$ cat config.mk
export PLATFORM = sky130hd
export DESIGN_NAME = breathe_sequencer
export DESIGN_NICKNAME = d
export VERILOG_FILES = /design/src/rtl/breathe_sequencer_pkg.sv /design/src/rtl/breathe_pwm_chan.sv /design/src/rtl/breathe_sequencer.sv
export SDC_FILE = /design/constraint.sdc
export NUM_CORES = 1
export LEC_CHECK = 0
export ABC_AREA = 1
export CELL_PAD_IN_SITES_DETAIL_PLACEMENT = 0
export CELL_PAD_IN_SITES_GLOBAL_PLACEMENT = 1
export CORE_AREA = 2 2 109 111
export DETAILED_ROUTE_END_ITERATION = 8
export DIE_AREA = 0 0 111 113
export PLACE_DENSITY_LB_ADDON = 0.1
export SETUP_SLACK_MARGIN = 0.1
export SLEW_MARGIN = 20
export SYNTH_ARGS = -nofsm -noshare
export SYNTH_HDL_FRONTEND = slang
export SYNTH_HIERARCHICAL = 1
export SYNTH_SLANG_ARGS = --single-unit
$ cat constraint.sdc
create_clock -name clk -period 6.8 [get_ports clk]
set_clock_uncertainty 0.15 [all_clocks]
set_input_delay 1.36 -clock clk [delete_from_list [all_inputs] [get_ports clk]]
set_output_delay 1.36 -clock clk [all_outputs]
set_load 0.01 [all_outputs]
$ cat src/rtl/breathe_sequencer_pkg.sv
// Shared types and defaults for the LED breathe sequencer: FSM states,
// command mode encodings and default parameter values.
package breathe_sequencer_pkg;

  typedef enum logic [2:0] {
    ST_IDLE      = 3'd0,
    ST_RAMP_UP   = 3'd1,
    ST_HOLD_HI   = 3'd2,
    ST_RAMP_DOWN = 3'd3,
    ST_HOLD_LO   = 3'd4,
    ST_SOLID     = 3'd5
  } state_e;

  typedef enum logic [1:0] {
    MODE_OFF    = 2'd0,
    MODE_SINGLE = 2'd1,
    MODE_CONT   = 2'd2,
    MODE_SOLID  = 2'd3
  } mode_e;

  localparam int DEF_NUM_CH   = 4;
  localparam int DEF_PWM_BITS = 8;
  localparam int DEF_DIV_BITS = 16;
  localparam int HOLD_BITS    = 8;

endpackage

$ cat src/rtl/breathe_pwm_chan.sv
// One LED channel: compares the shared PWM counter against the shared duty,
// gates with the channel mask and registers the result.
module breathe_pwm_chan
  import breathe_sequencer_pkg::*;
#(
  parameter int PWM_BITS = DEF_PWM_BITS
) (
  input  logic                clk,
  input  logic                reset,
  input  logic                mask_bit,
  input  logic                pwm_en,
  input  logic                solid_en,
  input  logic [PWM_BITS-1:0] pwm_ctr,
  input  logic [PWM_BITS-1:0] duty,
  output logic                led
);

  logic led_d;
  logic led_q;

  always_comb begin
    led_d = 1'b0;
    if (solid_en) begin
      led_d = mask_bit;
    end else if (pwm_en) begin
      led_d = mask_bit & (pwm_ctr < duty);
    end
  end

  always_ff @(posedge clk or posedge reset) begin
    if (reset) begin
      led_q <= 1'b0;
    end else begin
      led_q <= led_d;
    end
  end

  assign led = led_q;

endmodule

$ cat src/rtl/breathe_sequencer.sv
// Multi-channel LED breathe sequencer: ramps a brightness level up and down
// and drives masked PWM outputs. Define BREATHE_SEQ_GAMMA_EN for squared duty.
module breathe_sequencer
  import breathe_sequencer_pkg::*;
#(
  parameter int NUM_CH   = DEF_NUM_CH,
  parameter int PWM_BITS = DEF_PWM_BITS,
  parameter int DIV_BITS = DEF_DIV_BITS
) (
  input  logic                 clk,
  input  logic                 reset,
  input  logic                 cmd_valid,
  output logic                 cmd_ready,
  input  logic [1:0]           cmd_mode,
  input  logic [NUM_CH-1:0]    cmd_ch_mask,
  input  logic [DIV_BITS-1:0]  cmd_step_div,
  input  logic [HOLD_BITS-1:0] cmd_hold_steps,
  output logic [NUM_CH-1:0]    led,
  output logic                 busy,
  output logic                 done
);

  localparam logic [PWM_BITS-1:0] LEVEL_MAX = '1;

  state_e                 state_q, state_d;
  mode_e                  mode_q, mode_d;
  logic [NUM_CH-1:0]      mask_q, mask_d;
  logic [DIV_BITS-1:0]    div_q, div_d;
  logic [DIV_BITS-1:0]    presc_q, presc_d;
  logic [HOLD_BITS-1:0]   hold_q, hold_d;
  logic [HOLD_BITS-1:0]   hold_cnt_q, hold_cnt_d;
  logic [PWM_BITS-1:0]    level_q, level_d;
  logic [PWM_BITS-1:0]    pwm_q, pwm_d;
  logic                   done_q, done_d;

  logic                   breathing;
  logic                   tick;
  logic                   accept;
  logic [HOLD_BITS:0]     hold_next;
  logic                   hold_exit;
  logic [PWM_BITS-1:0]    duty;

  // Handshake: a command transfers on every rising edge where cmd_valid and
  // cmd_ready are both high; cmd_valid may stay high while cmd_ready is low.
  always_comb begin
    state_d    = state_q;
    mode_d     = mode_q;
    mask_d     = mask_q;
    div_d      = div_q;
    presc_d    = presc_q;
    hold_d     = hold_q;
    hold_cnt_d = hold_cnt_q;
    level_d    = level_q;
    pwm_d      = pwm_q + PWM_BITS'(1);
    done_d     = 1'b0;

    breathing = (state_q == ST_RAMP_UP) || (state_q == ST_HOLD_HI) ||
                (state_q == ST_RAMP_DOWN) || (state_q == ST_HOLD_LO);
    tick      = breathing && (presc_q == div_q);
    hold_next = {1'b0, hold_cnt_q} + (HOLD_BITS + 1)'(1);
    hold_exit = hold_next >= {1'b0, hold_q};
    cmd_ready = (state_q == ST_IDLE) || (state_q == ST_SOLID) || (mode_q == MODE_CONT);
    accept    = cmd_valid && cmd_ready;

    if (breathing) begin
      presc_d = tick ? '0 : presc_q + DIV_BITS'(1);
    end

    // A new command restarts the sequence and swallows any coincident tick.
    if (accept) begin
      mode_d     = mode_e'(cmd_mode);
      mask_d     = cmd_ch_mask;
      div_d      = cmd_step_div;
      hold_d     = cmd_hold_steps;
      presc_d    = '0;
      level_d    = '0;
      hold_cnt_d = '0;
      case (mode_e'(cmd_mode))
        MODE_SINGLE, MODE_CONT: state_d = ST_RAMP_UP;
        MODE_SOLID:             state_d = ST_SOLID;
        default:                state_d = ST_IDLE;
      endcase
    end else if (tick) begin
      case (state_q)
        ST_RAMP_UP: begin
          if (level_q == LEVEL_MAX) state_d = ST_HOLD_HI;
          else                      level_d = level_q + PWM_BITS'(1);
        end
        ST_HOLD_HI: begin
          if (hold_exit) begin
            hold_cnt_d = '0;
            state_d    = ST_RAMP_DOWN;
          end else begin
            hold_cnt_d = hold_next[HOLD_BITS-1:0];
          end
        end
        ST_RAMP_DOWN: begin
          if (level_q == '0) state_d = ST_HOLD_LO;
          else               level_d = level_q - PWM_BITS'(1);
        end
        ST_HOLD_LO: begin
          if (hold_exit) begin
            hold_cnt_d = '0;
            if (mode_q == MODE_CONT) begin
              state_d = ST_RAMP_UP;
            end else begin
              state_d = ST_IDLE;
              done_d  = 1'b1;
            end
          end else begin
            hold_cnt_d = hold_next[HOLD_BITS-1:0];
          end
        end
        default: ;
      endcase
    end
  end

  always_ff @(posedge clk or posedge reset) begin
    if (reset) begin
      state_q    <= ST_IDLE;
      mode_q     <= MODE_OFF;
      mask_q     <= '0;
      div_q      <= '0;
      presc_q    <= '0;
      hold_q     <= '0;
      hold_cnt_q <= '0;
      level_q    <= '0;
      pwm_q      <= '0;
      done_q     <= 1'b0;
    end else begin
      state_q    <= state_d;
      mode_q     <= mode_d;
      mask_q     <= mask_d;
      div_q      <= div_d;
      presc_q    <= presc_d;
      hold_q     <= hold_d;
      hold_cnt_q <= hold_cnt_d;
      level_q    <= level_d;
      pwm_q      <= pwm_d;
      done_q     <= done_d;
    end
  end

`ifdef BREATHE_SEQ_GAMMA_EN
  logic [2*PWM_BITS-1:0] level_sq;
  assign level_sq = {{PWM_BITS{1'b0}}, level_q} * {{PWM_BITS{1'b0}}, level_q};
  assign duty     = level_sq[2*PWM_BITS-1:PWM_BITS];
`else
  assign duty = level_q;
`endif

  for (genvar i = 0; i < NUM_CH; i++) begin : g_chan
    breathe_pwm_chan #(
      .PWM_BITS (PWM_BITS)
    ) u_chan (
      .clk      (clk),
      .reset    (reset),
      .mask_bit (mask_q[i]),
      .pwm_en   (breathing),
      .solid_en (state_q == ST_SOLID),
      .pwm_ctr  (pwm_q),
      .duty     (duty),
      .led      (led[i])
    );
  end

  assign busy = (state_q != ST_IDLE);
  assign done = done_q;

endmodule
# Word-level counts from Yosys, hierarchy flattened
# Index checks and enable logic that the tools add are counted.
# W data, S select, Z words.
dict set report op_classes {
  eq_ne 17
  reduce_logical 20
  n_lt_le_gt_ge 2
  muxes 34
  bitwise 4
  n_addsub 5
}
# op n
set ops {}
lappend ops {{$mux W8} 8}
lappend ops {{$mux W16} 3}
lappend ops {{$mux W3} 6}
lappend ops {{$add A16 B1 Y16 const B} 1}
lappend ops {{$add A8 B1 Y8 const B} 2}
lappend ops {{$eq A16 B16 Y1} 1}
lappend ops {{$pmux W8 S2} 1}
lappend ops {{$mux W1} 14}
lappend ops {{$ne A3 B3 Y1 const B} 4}
lappend ops {{$pmux W3 S4} 1}
lappend ops {{$add A8 B1 Y9 const B} 1}
lappend ops {{$ge A9 B8 Y1} 1}
lappend ops {{$eq A8 B8 Y1 const B} 1}
lappend ops {{$logic_not A8 Y1} 1}
lappend ops {{$lt A8 B8 Y1} 1}
lappend ops {{$sub A8 B1 Y8 const B} 1}
lappend ops {{$eq A2 B2 Y1 const B} 3}
lappend ops {{$eq A3 B2 Y1 const B} 2}
lappend ops {{$eq A3 B3 Y1 const B} 2}
lappend ops {{$ne A3 B2 Y1 const B} 2}
lappend ops {{$pmux W3 S2} 1}
lappend ops {{$reduce_and A6 Y1} 1}
lappend ops {{$reduce_bool A2 Y1} 3}
lappend ops {{$reduce_bool A3 Y1} 2}
lappend ops {{10 further kinds} 19}
dict set report word_totals {
  out_inout_bits 7
  ff_bits 78
  word_cells 96
  in_bits 33
}

# Logic depth before layout (Yosys ltp)
dict set report logic_depth {
  ltp_word 8
  mapped_depth 15
  ltp_nobuf 15
}

# Hierarchy
# Netlist, hierarchy kept.
# module seq_area_each_um2 area_per_inst_um2 cells_per_inst n_inst
set by_module_without_submodules {}
lappend by_module_without_submodules {breathe_sequencer 1851.8 4284.1 540 1}
lappend by_module_without_submodules {breathe_pwm_chan 25.0 242.7 39 4}

# Worst setup path before layout
# OpenSTA, ideal clock, no wires.
dict set report synth_timing {
  kind {register -> output}
  start {register state_q[0]}
  end {output cmd_ready}
  path_buffers 0
  slack_ns 4.502
  required_ns 5.290
  t_arrival_ns 0.788
  stages_incl_launch_ff 4
  path_cell_list {dfrtp_1 > nor2_2 > nand2_1 > nand3_2}
}
dict set report synth_via {
  elab_chain_len 3
  word_cells_on_any_way 4
  cone_classes {eq/ne (1); reduce/logical (3)}
}
# item line
set synth_rtl {}
lappend synth_rtl {{from (decl)} breathe_sequencer.sv:25} ;# state_e state_q, state_d;
lappend synth_rtl {{from (signal assigned)} breathe_sequencer.sv:132} ;# state_q <= state_d;
lappend synth_rtl {{$eq A3 B3 Y1 or $logic_not A3 Y1 (tied branches)} breathe_sequencer.sv:62} ;# cmd_ready = (state_q == ST_IDLE) || (state_q == ST_SOLID) || (mode_q == MODE_CONT);
lappend synth_rtl {{$logic_or A1 B1 Y1 * (2 in series)} breathe_sequencer.sv:62}
lappend synth_rtl {{to (decl)} breathe_sequencer.sv:13} ;# output logic cmd_ready,
# Every way passes the cells marked *; elsewhere a longest branch is shown, timed or not.

# Worst setup path after layout
dict set report layout_timing {
  start {input cmd_valid}
  end {register hold_cnt_q[7]}
}
dict set report layout_via {
  elab_chain_len 3
  word_cells_on_any_way 5
  cone_classes {mux (1); reduce/logical (4)}
}
# item line
set layout_rtl {}
lappend layout_rtl {{from (decl)} breathe_sequencer.sv:12} ;# input logic cmd_valid,
lappend layout_rtl {{$logic_and A1 B1 Y1 *} breathe_sequencer.sv:63} ;# accept = cmd_valid && cmd_ready;
lappend layout_rtl {{$reduce_bool A2 Y1 (no source line)} --}
lappend layout_rtl {{$reduce_and A2 Y1 (no source line)} --}
lappend layout_rtl {{to (signal assigned)} breathe_sequencer.sv:138} ;# hold_cnt_q <= hold_cnt_d;
lappend layout_rtl {{to (decl)} breathe_sequencer.sv:31} ;# logic [HOLD_BITS-1:0] hold_cnt_q, hold_cnt_d;
# Marks and branches as above.
# A chain may end at the register's enable or synchronous reset.

==> impl_metrics.py <==
metrics = {
    "run_status": {
        "status": "finished, final reports clean",
    },
    "floorplan": {
        "rows": 39,
        "fp.dieH_um": 113,
        "io_pins": 40,
        "die_area_um2": 12500,
        "initial_core_util_pct": 46.6,
        "die_width_um": 111,
        "coreArea_um2": 11300,
    },
    "worst_setup_path": {
        "rrSetupSlack_ns": 4.15,
        "cp-end-kind": "flip-flop",
        "r2r_end": "hold_cnt_q[7]$_DFFE_PP0P_",
        "r2r_start": "hold_cnt_q[0]$_DFFE_PP0P_",
        "critical_path_class": "in -> reg",
        "critPathArrivalTime_ns": 3.29,
        "endpoint": "hold_cnt_q[7]$_DFFE_PP0P_",
        "cp-start-kind": "input port",
        "cp-startpoint": "cmd_valid",
        "critical_path_required_ns": 6.88,
        "cp_max_fo": 53,
        "reg2regPathDepth": 12,
    },
    "sta": {
        "finalMaxSlewViolations": 0,
        "setup_viol": 0,
        "period_needed_ns": 3.21,
        "relSlewSlack_pct": 33.1,
        "hold_viol_final": 0,
        "tightest_slew_ns": 1.00,
        "fin_crit_sh_pct": 47.2,
        "max_freq_mhz": 312,
        "fin_tns_setup_ns": 0,
        "grt_setup_unrepaired": "false",
    },
    "synth": {
        "ys_seq_elements": 78,
        "synthesis.nets": 775,
        "synth_top_cell_area_share_pct": 37.1,
        "syn_inst": 696,
        "ys_warn_count": 6,
        "synth_area_um2": 5260,
        "synth.distinct_cells": 38,
        "synth_top_area_cell": "dfrtp_1",
        "avgSynthCellArea_um2": 7.55,
        "ys_seq_area_share_pct": 37.1,
        "synth_area_leaders": "dfrtp_1, nand2_1, ha_1",
    },
    "pwr": {
        "peakVddDrop_mv": 0.179,
        "leakage_uw": 0.00342,
        "power_density_nw_per_um2": 161,
        "power.switching_uw": 204,
        "p_seq_share_pct": 47.3,
        "combPwrFrac_pct": 3.0,
        "switching_share_pct": 20.8,
        "p_clk_share_pct": 49.7,
        "p_int_uw": 777,
    },
    "cts": {
        "cts_sinks": 78,
        "cts_tree": "done",
        "ctsLongestPathBuffers": 2,
        "cts_made_buffers": 9,
        "htree_levels": 3,
        "cts_resized": 0,
        "clk_latency_ns": 0.34,
        "cts-root-buf": "clkbuf_16",
        "clkTransAtPathRegs_ns": 0.06,
        "holdBufCountCts": 0,
        "cts_setup_buffers": 0,
    },
    "finish": {
        "fillerInstances": 1108,
        "drive_above_1_share_pct": 8.61,
        "post_layout_nonfiller_instances": 886,
        "final_common_cell": "nand2_1",
        "nets": 817,
        "area_delta_synth_final_pct": 15.9,
        "layout_common_cells": "nand2_1, inv_1, dfrtp_1",
        "antennaDiodeCount": 0,
        "final_cell_area_um2": 6090,
    },
    "grt": {
        "grt_pass1_wl_um": 20900,
        "grt_overflow_total": 0,
        "grt_max_degree": 75,
        "grt_pass1_vias": 4296,
        "antenna_found_initial": 0,
        "grt_use_total_pct": 20.8,
    },
    "min_path": {
        "hold_class": "reg -> reg",
    },
    "placed_design": {
        "place_congestion": 0.823,
        "port_buffers": 39,
        "dpl.cell_count": 870,
        "post_dp_cell_area_um2": 5780,
        "dp_hpwl_um": 8830,
    },
    "route": {
        "vias": 4390,
        "drc_errors": 0,
        "avgViaCountPerCell": 4.95,
        "ant_nets": 0,
        "drtIter0Drc": 255,
        "wl_per_cell_um": 13.5,
        "drt-pass1-iter-count": 8,
        "routed_wl_um": 12000,
    },
    "flow_run": {
        "cap_violations": 0,
    },
}
how the worst min path moves through the flow:
stage | slack, ns | endpoint | startpoint | cells after the start
after floorplan | 0.30 | mask_q[0]$_DFFE_PP0P_ | mask_q[0]$_DFFE_PP0P_ | 2
after global placement | 0.31 | mask_q[2]$_DFFE_PP0P_ | mask_q[2]$_DFFE_PP0P_ | 2
after detailed placement | 0.32 | mask_q[2]$_DFFE_PP0P_ | mask_q[2]$_DFFE_PP0P_ | 2
after CTS | 0.34 | mask_q[2]$_DFFE_PP0P_ | mask_q[2]$_DFFE_PP0P_ | 2
after global routing | 0.36 | mask_q[2]$_DFFE_PP0P_ | mask_q[2]$_DFFE_PP0P_ | 2
final | 0.33 | mask_q[0]$_DFFE_PP0P_ | mask_q[0]$_DFFE_PP0P_ | 2
power by group through the flow:
stage	registers, µW	clock network (µW)	logic [µW]
5_1_grt	464	519	33.0
4_1_cts	464	501	30.7
2_1_floorplan	473	0	6.95
3_3_place_gp	473	0	30.3
3_5_place_dp	473	0	30.5
6_report	464	487	29.6
cell type report:
cell class	count	area [µm²]	share of cell area [%]
Multi-Input combinational cell	491	2810	46.2
Sequential cell	78	1950	32.1
Inverter	118	443	7.27
Timing Repair Buffer	40	398	6.54
Clock buffer	14	294	4.83
Tap cell	143	179	2.94
Clock inverter	2	12.5	0.206
metal layers:
metal	global-route usage [%]	wire length (µm)	vias to the layer above
li1	-	-	2283
met1	29.2	5990	2036
met2	32.8	5440	58
met3	4.07	381	13
met4	6.25	173	0
met5	0	0	-
flip-flops by register name (all words and copies together), names as in the netlist:
| signal | flops |
|---|---|
| div_q | 16 |
| done | 1 |
| duty | 8 |
| g_chan.u_chan/led | 4 |
| hold_cnt_q | 8 |
| hold_q | 8 |
| mask_q | 4 |
| mode_q | 2 |
| presc_q | 16 |
| pwm_q | 8 |
| state_q | 3 |
worst max-delay path, stage by stage:
cell	delay [ns]
clkdlybuf4s50_1	0.54
nand2_4	0.22
inv_2	0.65
nor2_1	0.30
nand3_1	0.14
nand2_1	0.06
through the flow:
stage / worst slack (ns) / power (µW) / util [%] / hold WS, ns
floorplan: 3.41 / 480 / - / 0.299
finish: 3.59 / 981 / 54.0 / 0.334
CTS: 3.57 / 996 / 54.0 / 0.335
detailed placement: 3.21 / 503 / 51.3 / 0.319
global placement: 3.26 / 503 / 51.3 / 0.314
global route: 3.38 / 1020 / 54.0 / 0.365
cells in the mapped netlist (all sizes together):
cell type,count
ha,45
nand3,40
o22ai,1
a211oi,1
xor2,20
xnor2,11
nor4,1
nand3b,4
nor2,49
nor3,14
buf,6
o21ai,37
nor3b,5
o21bai,1
clkbuf,3
a21boi,1
nand2,219
a21oi,24
fa,1
dfrtp,78
inv,118
a31oi,3
a21o,1
nand4,13
kinds of logic after synthesis:
family,synth area share [%]
compound gates,8.07
simple gates,29.1
flops,37.1
buf+inv,9.38
xor+xnor,5.17
fa+ha+maj,11.1
Power figures use the tool's default switching activity.
